<file path="config.mk">
export PLATFORM = sky130hd
export DESIGN_NAME = noise_table_loader
export DESIGN_NICKNAME = d
export VERILOG_FILES = /design/src/rtl/noise_load_pkg.sv /design/src/rtl/noise_table_loader.sv
export SDC_FILE = /design/constraint.sdc
export NUM_CORES = 1
export LEC_CHECK = 0
export BUFFER_PORTS_ARGS = -buffer_cell sky130_fd_sc_hd__buf_2
export CAP_MARGIN = 10
export CORE_MARGIN = 1
export CORE_UTILIZATION = 35
export DETAILED_ROUTE_END_ITERATION = 6
export GPL_TIMING_DRIVEN = 1
export SYNTH_ARGS = -nofsm -noshare
export SYNTH_HDL_FRONTEND = slang
export SYNTH_SLANG_ARGS = --single-unit
</file>
<file path="constraint.sdc">
create_clock -name clk -period 1.5 [get_ports clk]
set_input_delay 0.45 -clock clk [delete_from_list [all_inputs] [get_ports clk]]
set_output_delay 0.45 -clock clk [all_outputs]
set_load 0.005 [all_outputs]
</file>
<file path="src/rtl/noise_load_pkg.sv">
// rtl/noise_load_pkg.sv - shared types and constants for the noise table loader
package noise_load_pkg;

  typedef enum logic [2:0] {
    ST_IDLE,
    ST_STREAM,
    ST_DRAIN,
    ST_WAIT_ACK,
    ST_DONE,
    ST_ERROR
  } load_state_t;

  localparam int NOISE_WORDS      = 16;
  localparam int NOISE_SAMPLE_W   = 8;
  localparam int SAMPLES_PER_WORD = 8;

endpackage

</file>
<file path="src/rtl/noise_table_loader.sv">
// rtl/noise_table_loader.sv - streams the noise sample table from OCM into the noise generator
module noise_table_loader
  import noise_load_pkg::*;
#(
  parameter int DATA_W    = 64,
  parameter int ADDR_W    = 8,
  parameter int NUM_WORDS = NOISE_WORDS,
  parameter int BASE_ADDR = 0,
  parameter int TIMEOUT   = 64
) (
  input  logic              clk,
  input  logic              rstn,
  input  logic              start,
  output logic              mem_rd_en,
  output logic [ADDR_W-1:0] mem_addr,
  input  logic [DATA_W-1:0] mem_rdata,
  output logic              load_mem,
  output logic [DATA_W-1:0] mem_data,
  output logic [ADDR_W-1:0] location,
  input  logic              done_wait,
  output logic              busy,
  output logic              done,
  output logic              err
);

  localparam int TW = (TIMEOUT > 1) ? $clog2(TIMEOUT) : 1;
  localparam logic [ADDR_W-1:0] LAST_IDX = ADDR_W'(NUM_WORDS - 1);
  localparam logic [ADDR_W-1:0] BASE     = ADDR_W'(BASE_ADDR);
  localparam logic [TW-1:0]     TO_LAST  = TW'(TIMEOUT - 1);

  // The whole table must be addressable by location.
  if (NUM_WORDS < 1 || NUM_WORDS > (1 << ADDR_W)) begin : g_bad_num_words
    $error("noise_table_loader: NUM_WORDS must be in 1..2**ADDR_W");
  end

  load_state_t       state;
  load_state_t       next_state;
  logic [ADDR_W-1:0] rd_i;
  logic [ADDR_W-1:0] wr_idx;
  logic              rd_q;
  logic [DATA_W-1:0] data_hold;
  logic [TW-1:0]     to_cnt;

  // State register.
  always_ff @(posedge clk) begin
    if (!rstn) state <= ST_IDLE;
    else       state <= next_state;
  end

  // Next-state and decoded outputs; an early ack while streaming kills the read at once.
  always_comb begin
    next_state = state;
    mem_rd_en  = 1'b0;
    mem_addr   = '0;
    busy       = 1'b0;
    done       = 1'b0;
    err        = 1'b0;
    case (state)
      ST_IDLE, ST_DONE, ST_ERROR: begin
        done = (state == ST_DONE);
        err  = (state == ST_ERROR);
        if (start) next_state = ST_STREAM;
      end
      ST_STREAM: begin
        busy      = 1'b1;
        mem_rd_en = !done_wait;
        mem_addr  = BASE + rd_i;
        if (done_wait)             next_state = ST_ERROR;
        else if (rd_i == LAST_IDX) next_state = ST_DRAIN;
      end
      ST_DRAIN: begin
        busy = 1'b1;
        if (done_wait) next_state = ST_ERROR;
        else           next_state = ST_WAIT_ACK;
      end
      ST_WAIT_ACK: begin
        busy = 1'b1;
        if (done_wait)             next_state = ST_DONE;
        else if (to_cnt == TO_LAST) next_state = ST_ERROR;
      end
      default: next_state = ST_IDLE;
    endcase
  end

  // Read index runs only while streaming and is zero on entry; timeout counter likewise for WAIT_ACK.
  always_ff @(posedge clk) begin
    if (!rstn) begin
      rd_i   <= '0;
      to_cnt <= '0;
    end else begin
      rd_i   <= (state == ST_STREAM)   ? rd_i + 1'b1   : '0;
      to_cnt <= (state == ST_WAIT_ACK) ? to_cnt + 1'b1 : '0;
    end
  end

  // One-stage write pipeline aligning the strobe and index with the memory's read latency.
  always_ff @(posedge clk) begin
    if (!rstn) begin
      rd_q      <= 1'b0;
      wr_idx    <= '0;
      data_hold <= '0;
    end else begin
      rd_q      <= mem_rd_en;
      data_hold <= mem_data;
      if (mem_rd_en) wr_idx <= rd_i;
    end
  end

  assign load_mem = rd_q;
  assign location = wr_idx;
  assign mem_data = rd_q ? mem_rdata : data_hold;

endmodule

</file>
==> impl_metrics.env <==
export IMPL_finalNonFillerCells=651
export IMPL_clock_sinks=90
export IMPL_synth_fp_nets=409
export IMPL_port_buffer_count=152
export IMPL_crit_chain="buf_12 -> mux2_2 -> buf_2"
export IMPL_maxSlewViolCount=0
export IMPL_cp_start_kind="flop"
export IMPL_start_util_pct=36.6
export IMPL_numCtsBuffers=9
export IMPL_max_cap_violations=0
export IMPL_place_gp_congestion=0.722
export IMPL_skew_ns=0.00537
export IMPL_pre_cts_ws_ns=-0.0510
export IMPL_die_w_um=104
export IMPL_p_per_area_mw_per_mm2=1270
export IMPL_design_area_mm2=0.00514
export IMPL_final_common_cell="buf_2"
export IMPL_min_path_type="in -> reg"
export IMPL_arrival_ns=1.45
export IMPL_p_switching_mw=1.79
export IMPL_postRouteAntennaNets=0
export IMPL_yosys_cell_types_count=39
export IMPL_nNetsFinal=583
export IMPL_finalCritPeriodShare_pct=127
export IMPL_worstPathMaxFanout=32
export IMPL_relSlewSlack_pct=80.8
export IMPL_synth_top_cells_by_area="dfxtp_1 50%, mux2_2 20%, and2_1 12%"
export IMPL_tritoncts="done"
export IMPL_syn_area_mm2=0.00363
export IMPL_final_cell_mix="140 x buf_2, 85 x dfxtp_1, 64 x and2_1"
export IMPL_endpoint_kind="output pin"
export IMPL_antenna_cells=0
export IMPL_clockBufferDepth=2
export IMPL_cts_htree_levels=3
export IMPL_drc_errors=0
export IMPL_vias_per_cell=4.56
export IMPL_combPwrFrac_pct=31.3
export IMPL_die_area_mm2=0.0108
export IMPL_num_fill_cells=904
export IMPL_rsz0062_at_grt="yes"
export IMPL_grt_max_degree=50
export IMPL_swShare_pct=27.4
export IMPL_status="finished with violations"
export IMPL_r2r_cells=4
export IMPL_finalSetupViolCount=78
export IMPL_violations="setup timing"
export IMPL_p_leak_nw=2.51
export IMPL_cpPeakStageDelay_ns=0.38
export IMPL_fmax_mhz=527
export IMPL_core_rowCount=36
export IMPL_place_inst=625
export IMPL_final_layout_size_suffix_gt1_share_pct=55.2
export IMPL_finish_utilization_pct=51.9
export IMPL_clock_latency_ns=0.35
export IMPL_pwr_share_clk_pct=27.7
export IMPL_grt_overflow=0
export IMPL_yosysTopAreaCellShare_pct=49.7
export IMPL_grt_pass1_wl_mm=13.5
export IMPL_synthCells=339
export IMPL_antenna_found_initial=0
export IMPL_cp_required_ns=1.05
export IMPL_root_buffer="clkbuf_8"
export IMPL_finalHoldViolCount=0
export IMPL_yosys_area_top_type="dfxtp_1"
export IMPL_worstMarginPinSlew_ns=0.288
export IMPL_area_growth_pct=41.8
export IMPL_dpl_hpwl_mm=5.94
export IMPL_critPathSlowestCell="dfxtp_4"
export IMPL_grt_pass1_vias=2909
export IMPL_synth_warnings=0
export IMPL_min_period_ns=1.90
export IMPL_drt_iter0_drc=69
export IMPL_syn_area_per_cell_um2=10.7
export IMPL_ir_drop_mv=0.705
export IMPL_synth_seq_area_share_pct=49.7
export IMPL_wl_per_cell_um=12.9
export IMPL_core_area_mm2=0.00991
export IMPL_postPlaceCellArea_mm2=0.00465
export IMPL_first_pass_iters=6
export IMPL_fin_ws_ns=-0.399
export IMPL_cts_hold_fix_buffers=0
export IMPL_wirelength_mm=8.43
export IMPL_grtUsageTotal_pct=15.5
export IMPL_io_pins=153
export IMPL_critPathKind="reg -> out"
export IMPL_p_seq_share_pct=41.0
export IMPL_vias=2968
export IMPL_ys_ff_latch=90
export IMPL_whs_path_depth=2
export IMPL_fp_dieH_um=104
export IMPL_path_clk_slew_ns=0.08
export IMPL_p_int_mw=4.75
[cells by family (layout without fill, tap and decap cells)]
family                     Yosys count  after routing  synth area share, %
DFF                                 90             90                 49.7
adders and majority gates            3              3                0.966
buffers and inverters               23            202                 2.97
and+or+nand+nor                    131            131                 20.4
muxes                               66             66                 20.4
xor gates and xnor gates             9              9                 2.17
AOI/OAI and AO/OA                   17             17                 3.35
[path summary, 6_finish.rpt]
check | slack, ns | startpoint | endpoint
max reg2reg | -0.03 | rd_i[7] | state[1]
min reg2reg | 0.46 | location[3] | location[3]
min | 0.34 | done_wait | load_mem
max | -0.40 | load_mem | mem_data[38]
[critical path: cells and delay by family, from the launching register on]
family | cells | cell delay (ns)
multiplexers | 1 | 0.37
flip-flops | 1 | 0.38
buffers and inverters | 2 | 0.33
[sequential cells by signal (all words and copies together) (netlist names)]
name       count
rd_i           8
location       8
data_hold     64
load_mem       1
to_cnt         6
state          3
[power by group through the flow]
| stage | Sequential [mW] | Combinational (mW) | Clock [mW] |
|---|---|---|---|
| 2_1_floorplan | 2.69 | 1.03 | 0 |
| 3_3_place_gp | 2.71 | 1.63 | 0 |
| 3_5_place_dp | 2.72 | 1.66 | 0 |
| 4_1_cts | 2.68 | 1.83 | 1.88 |
| 5_1_grt | 2.71 | 2.23 | 1.98 |
| 6_report | 2.68 | 2.05 | 1.81 |
[repair_timing]
item                                   4_1_cts  5_1_grt
pin swaps                                   10        6
endpoints found under the hold margin        0        0
cloned                                       1        0
setup endpoints to repair                   78       79
buffers inserted                             3        8
gates resized for setup                     25       28
[synthesized netlist by cell type, drive strengths merged]
master and instances:
o2111ai 1, mux2i 2, nand3b 1, and3 1
clkbuf 12, and2 72, nor3 1, nor3b 2
buf 8, nand4 1, nor2 14, xor2 6
nor2b 1, o21ai 3, maj3 1, ha 2
or3 3, a21oi 3, xnor2 3, dfxtp 90
nand3 7, or4 1, o2111a 1, a21boi 8
and3b 1, a21o 1, mux2 64, and4 1
nand2 25, inv 3
[through the flow]
step	total power [mW]	TNS (ns)	hold slack [ns]
finish	6.54	-27.04	0.338
global route	6.91	-31.53	0.330
CTS	6.39	-29.21	0.302
detailed placement	4.37	-1.85	0.452
global placement	4.34	-1.05	0.438
floorplan	3.72	-2.69	0.418
[layout make-up]
cell class / instances / area, um2 / share of cell area, %
flip-flops and latches: 90 / 1810 / 35.3
multi-input cells: 226 / 1800 / 35.0
repair buffers: 183 / 1130 / 22.0
well taps: 133 / 166 / 3.24
clock buffers: 11 / 141 / 2.75
clock inverters: 5 / 77.6 / 1.51
inverters: 3 / 13.8 / 0.268
[routing by layer]
layer | part of all wire [%] | GRT usage [%] | up-vias | wire length (um)
met1 | 44 | 17.9 | 1386 | 3690
li1 | - | - | 1469 | -
met5 | 0 | 0 | - | 0
met4 | 1.8 | 6.73 | 0 | 154
met2 | 48 | 26.9 | 101 | 4010
met3 | 6.9 | 3.96 | 12 | 580
(Power assumes the default switching activity.)
